## src/rtl/clock_set_ctrl.sv

```systemverilog
// clock_set_ctrl
//   Sequencing and set-mode controller for the BCD time-of-day counter
//   chain. Divides clk down to a 1 s tick, issues single-cycle increment
//   strobes to the seconds/minutes/hours counters (cascading on their
//   terminal-count flags), and runs a RUN / SET_HOUR / SET_MIN mode FSM
//   driven by two pre-debounced key pulses. Owns no time digits itself.
//
// Parameters
//   TICK_DIV  clk cycles per 1 s tick (>= 2)
//   PS_W      prescaler width, derived from TICK_DIV
//
// Ports
//   clk       system clock, rising edge
//   rstn      asynchronous active-low reset
//   key_mode  single-cycle pulse, advances the mode
//   key_inc   single-cycle pulse, increments the selected field in set modes
//   sec_tc    seconds counter at 59 (level)
//   min_tc    minutes counter at 59 (level)
//   sec_en    one-cycle increment strobe, seconds counter
//   min_en    one-cycle increment strobe, minutes counter
//   hour_en   one-cycle increment strobe, hours counter
//   sec_clr   one-cycle synchronous clear, seconds counter
//   mode      00 RUN, 01 SET_HOUR, 10 SET_MIN
//   blink     display blink phase for the selected field
//
// Every output comes straight from a flop; there is no input-to-output
// combinational path.

module clock_set_ctrl #(
  parameter  int TICK_DIV = 50000000,
  localparam int PS_W     = (TICK_DIV > 1) ? $clog2(TICK_DIV) : 1
) (
  input  logic       clk,
  input  logic       rstn,
  input  logic       key_mode,
  input  logic       key_inc,
  input  logic       sec_tc,
  input  logic       min_tc,
  output logic       sec_en,
  output logic       min_en,
  output logic       hour_en,
  output logic       sec_clr,
  output logic [1:0] mode,
  output logic       blink
);

  typedef enum logic [1:0] {
    RUN      = 2'b00,
    SET_HOUR = 2'b01,
    SET_MIN  = 2'b10
  } state_e;

  localparam logic [PS_W-1:0] PS_MAX = PS_W'(TICK_DIV - 1);

  state_e          state_q, state_d;
  logic [PS_W-1:0] ps_q, ps_d;
  logic            sec_en_q,  sec_en_d;
  logic            min_en_q,  min_en_d;
  logic            hour_en_q, hour_en_d;
  logic            sec_clr_q, sec_clr_d;
  logic            blink_q,   blink_d;

  logic            term;
  logic            leave_set;

  // Terminal cycle of the 1 s prescaler.
  assign term = (ps_q == PS_MAX);

  // Leaving SET_MIN for RUN re-phases the tick so the first second after
  // setting is a full second long.
  assign leave_set = (state_q == SET_MIN) && key_mode;

  // --------------------------------------------------------------------
  // Prescaler: free-running in every state, reloaded on return to RUN.
  // --------------------------------------------------------------------
  always_comb begin
    ps_d = ps_q + 1'b1;
    if (term || leave_set) ps_d = '0;
  end

  always_ff @(posedge clk or negedge rstn) begin
    if (!rstn) ps_q <= '0;
    else       ps_q <= ps_d;
  end

  // --------------------------------------------------------------------
  // Mode FSM: state register
  // --------------------------------------------------------------------
  always_ff @(posedge clk or negedge rstn) begin
    if (!rstn) state_q <= RUN;
    else       state_q <= state_d;
  end

  // --------------------------------------------------------------------
  // Mode FSM: next state
  // --------------------------------------------------------------------
  always_comb begin
    state_d = state_q;
    unique case (state_q)
      RUN:      if (key_mode) state_d = SET_HOUR;
      SET_HOUR: if (key_mode) state_d = SET_MIN;
      SET_MIN:  if (key_mode) state_d = RUN;
      default:  state_d = RUN;
    endcase
  end

  // --------------------------------------------------------------------
  // Mode FSM: outputs (next values of the output flops)
  // key_mode always takes priority: a mode change swallows both a
  // coincident key_inc and a coincident tick.
  // --------------------------------------------------------------------
  always_comb begin
    sec_en_d  = 1'b0;
    min_en_d  = 1'b0;
    hour_en_d = 1'b0;
    sec_clr_d = 1'b0;
    blink_d   = blink_q;
    unique case (state_q)
      RUN: begin
        if (key_mode) begin
          blink_d = 1'b1;
        end else begin
          blink_d = 1'b0;
          if (term) begin
            sec_en_d  = 1'b1;
            min_en_d  = sec_tc;
            hour_en_d = sec_tc & min_tc;
          end
        end
      end
      SET_HOUR: begin
        if (key_mode) begin
          blink_d = 1'b1;
        end else begin
          hour_en_d = key_inc;
          if (term) blink_d = ~blink_q;
        end
      end
      SET_MIN: begin
        if (key_mode) begin
          blink_d   = 1'b0;
          sec_clr_d = 1'b1;
        end else begin
          // No carry into hours while the minutes are being set.
          min_en_d = key_inc;
          if (term) blink_d = ~blink_q;
        end
      end
      default: blink_d = 1'b0;
    endcase
  end

  always_ff @(posedge clk or negedge rstn) begin
    if (!rstn) begin
      sec_en_q  <= 1'b0;
      min_en_q  <= 1'b0;
      hour_en_q <= 1'b0;
      sec_clr_q <= 1'b0;
      blink_q   <= 1'b0;
    end else begin
      sec_en_q  <= sec_en_d;
      min_en_q  <= min_en_d;
      hour_en_q <= hour_en_d;
      sec_clr_q <= sec_clr_d;
      blink_q   <= blink_d;
    end
  end

  assign sec_en  = sec_en_q;
  assign min_en  = min_en_q;
  assign hour_en = hour_en_q;
  assign sec_clr = sec_clr_q;
  assign blink   = blink_q;
  assign mode    = state_q;

endmodule

```

## config.mk

```make
export PLATFORM = sky130hd
export DESIGN_NAME = clock_set_ctrl
export DESIGN_NICKNAME = d
export VERILOG_FILES = /design/src/rtl/clock_set_ctrl.sv
export SDC_FILE = /design/constraint.sdc
export NUM_CORES = 1
export LEC_CHECK = 0
export CAP_MARGIN = 0
export CORE_MARGIN = 3
export CORE_UTILIZATION = 25
export CTS_CLUSTER_DIAMETER = 30
export DETAILED_ROUTE_END_ITERATION = 10
export SYNTH_ARGS = -nofsm -noshare
export SYNTH_HDL_FRONTEND = slang
export SYNTH_SLANG_ARGS = --single-unit
```

## constraint.sdc

```tcl
create_clock -name clk -period 5.3 [get_ports clk]
set_input_delay 1.06 -clock clk [delete_from_list [all_inputs] [get_ports clk]]
set_output_delay 1.06 -clock clk [all_outputs]
set_load 0.03 [all_outputs]
```

==> results.ini <==
[run_status]
outcome=completed

[power_and_ir_drop]
vdd_ir_drop_max_v=0.000231
p_per_area_mw_per_mm2=352
leakagePower_nw=0.831
power_mw=0.699

[route]
drtPass1Iterations=4
antenna_left=0
drc=0
post_drt_wl_per_cell_um=11.9
wl_um=3150
vias_per_cell=4.56
via_count=1205
initialDrtViolationCount=52

[clock_network]
cts_tree=done
cts_resized=0
hold_buffers=0
clkSinkCount=33
cts_inserted_buffers=5
htreeDepth=2
clock_latency_ns=0.28
cts_setup_buffers=0
path_clk_slew_ns=0.06
root_buffer=clkbuf_8
cts.path.max_buffers=2

[synth]
async_reset_ff_share_pct=100
synth_edf_count=0
ys.flop_type=dfrtp_1
synth_cells=175
yosysSeqAreaShare_pct=47.7
synth_top_area_cell=dfrtp_1
syn_area_per_cell_um2=9.89
synth_area_leaders=dfrtp_1 48%, nor2_1 7.8%, xor2_1 7.6%
syn-cell-area_mm2=0.00173
synth_nets=182
synth_top_area_share_pct=47.7
ys_seq_elements=33
ys_warn_count=0
synth.distinct_cells=38

[placement]
dp_cells=257
port-buffer-count=12
place_hpwl_um=2240
gp_congestion=0.772

[floorplanning]
die_height_um=89.2
core_area_mm2=0.00653
die_w_um=89.2
start_util_pct=26.5
ios=13
fp-row-count=29
dieArea_mm2=0.00796

[sta]
worst_pin_slew_ns=0.858
final-setup-viol-count=0
setup_tns_ns=0
final_hold_viol_count=0
relSlewSlack_pct=42.8
rsz0062_at_grt=false
finalCritPeriodShare_pct=49.8
max_freq_ghz=0.379
final-max-slew-violation-count=0
hold-worst-slack_ns=0.510
fin_crit_ns=2.64
fin_worst_skew_ns=0.00802

[grt]
grt_use_total_pct=8.73
antenna_found_initial=0
grt_max_degree=34
globalRoute.totalOverflow=0
grt_pass1_wl_um=5400
grt_pass1_vias=1159

[cells_and_area]
antenna-diode-count=0
finish.utilization_pct=30.4
layout-drive-gt1-share_pct=9.09
nNetsFinal=194
layout_commonest_cell=nor2_1
synthToLayoutAreaGrowth_pct=14.7
fillCellCount=678
finalNonFillerCells=264
final_cell_mix=36 x nor2_1, 33 x dfrtp_1, 15 x xor2_1, 13 x nand3_1

[run]
max-cap-violations=0

[min_path]
hp-class=flop to flop
hp-start=ps_q[0]$_DFF_PN0_

[worst_setup_path]
cp.required_ns=5.43
worstSetupStartpointType=input port
critPathArrivalTime_ns=2.77
setup.worst_path.start=key_mode
path_max_fanout=25
critPathKind=input port to flop
cp-end-kind=flop
reg2reg_from=ps_q[10]$_DFF_PN0_

## worst paths after layout
kind                       depth (start not counted)                 end  slack [ns]
setup reg to reg                                   5   ps_q[7]$_DFF_PN0_        2.98
max in group asynchronous                          2   ps_q[5]$_DFF_PN0_        3.80
hold reg to reg                                    1   ps_q[0]$_DFF_PN0_        0.51
min in group asynchronous                          2  ps_q[21]$_DFF_PN0_        1.18
hold / removal                                     1   ps_q[0]$_DFF_PN0_        0.51
setup / recovery                                   4   ps_q[7]$_DFF_PN0_        2.66
## sequential cells by signal, summed over array words and instances (netlist names)
signal	count
sec_en	1
sec_clr	1
mode	2
ps_q	26
min_en	1
blink	1
hour_en	1
## worst max-delay path: stages
cell             delay [ns]
clkdlybuf4s50_1        0.65
and3b_1                0.25
or2_1                  0.68
nor2_1                 0.12
## layer usage
| layer | up-vias | share of wire [%] | global-route usage [%] | wire length (um) |
|---|---|---|---|---|
| li1 | 626 | - | - | - |
| met1 | 568 | 54 | 12.3 | 1690 |
| met2 | 9 | 43 | 13.0 | 1370 |
| met3 | 2 | 2.3 | 3.13 | 73 |
| met4 | 0 | 0.48 | 1.62 | 15 |
| met5 | - | 0 | 0 | 0 |
## through the flow
step	setup WS, ns	area (um2)
6_report	2.66	1980
5_1_grt	2.49	1980
4_1_cts	2.65	1980
3_5_place_dp	2.33	1900
3_3_place_gp	2.41	1900
2_1_floorplan	3.26	1730
## cells by family after synthesis
| family | share of synthesized area [%] |
|---|---|
| AO/OA/AOI/OAI | 1.45 |
| XOR/XNOR | 12.7 |
| adder cells (fa/ha/maj) | 0.723 |
| buffers and inverters | 3.69 |
| flip-flops | 47.7 |
| multiplexers | 0.651 |
| AND/OR/NAND/NOR | 33.1 |
## Yosys cell counts (2+ instances only)
cell and n:
xnor2_1 10, and4_1 2, nor4b_1 2, dfrtp_1 33
inv_1 2, nor2_1 36, nor3_1 2, buf_6 3
nor4_2 2, nand3_1 13, nand2_1 12, xor2_1 15
clkbuf_1 4, nor4_1 2, o21ai_0 2, and3_1 4
nand4_1 10
## cell type report
class,count,area (um2),area share [%]
multi-input cells,132,841,42.4
flip-flops and latches,33,826,41.6
repair buffers,13,128,6.43
well taps,77,96.3,4.85
clock buffers,7,86.3,4.35
inverters,2,7.51,0.378
## where the power goes
part,switching [mW],internal [mW]
Clock,0.0856,0.103
Combinational,0.0931,0.0725
Sequential,0.0544,0.291
Total,0.233,0.466
No activity file was read; power rests on OpenSTA's default activity.
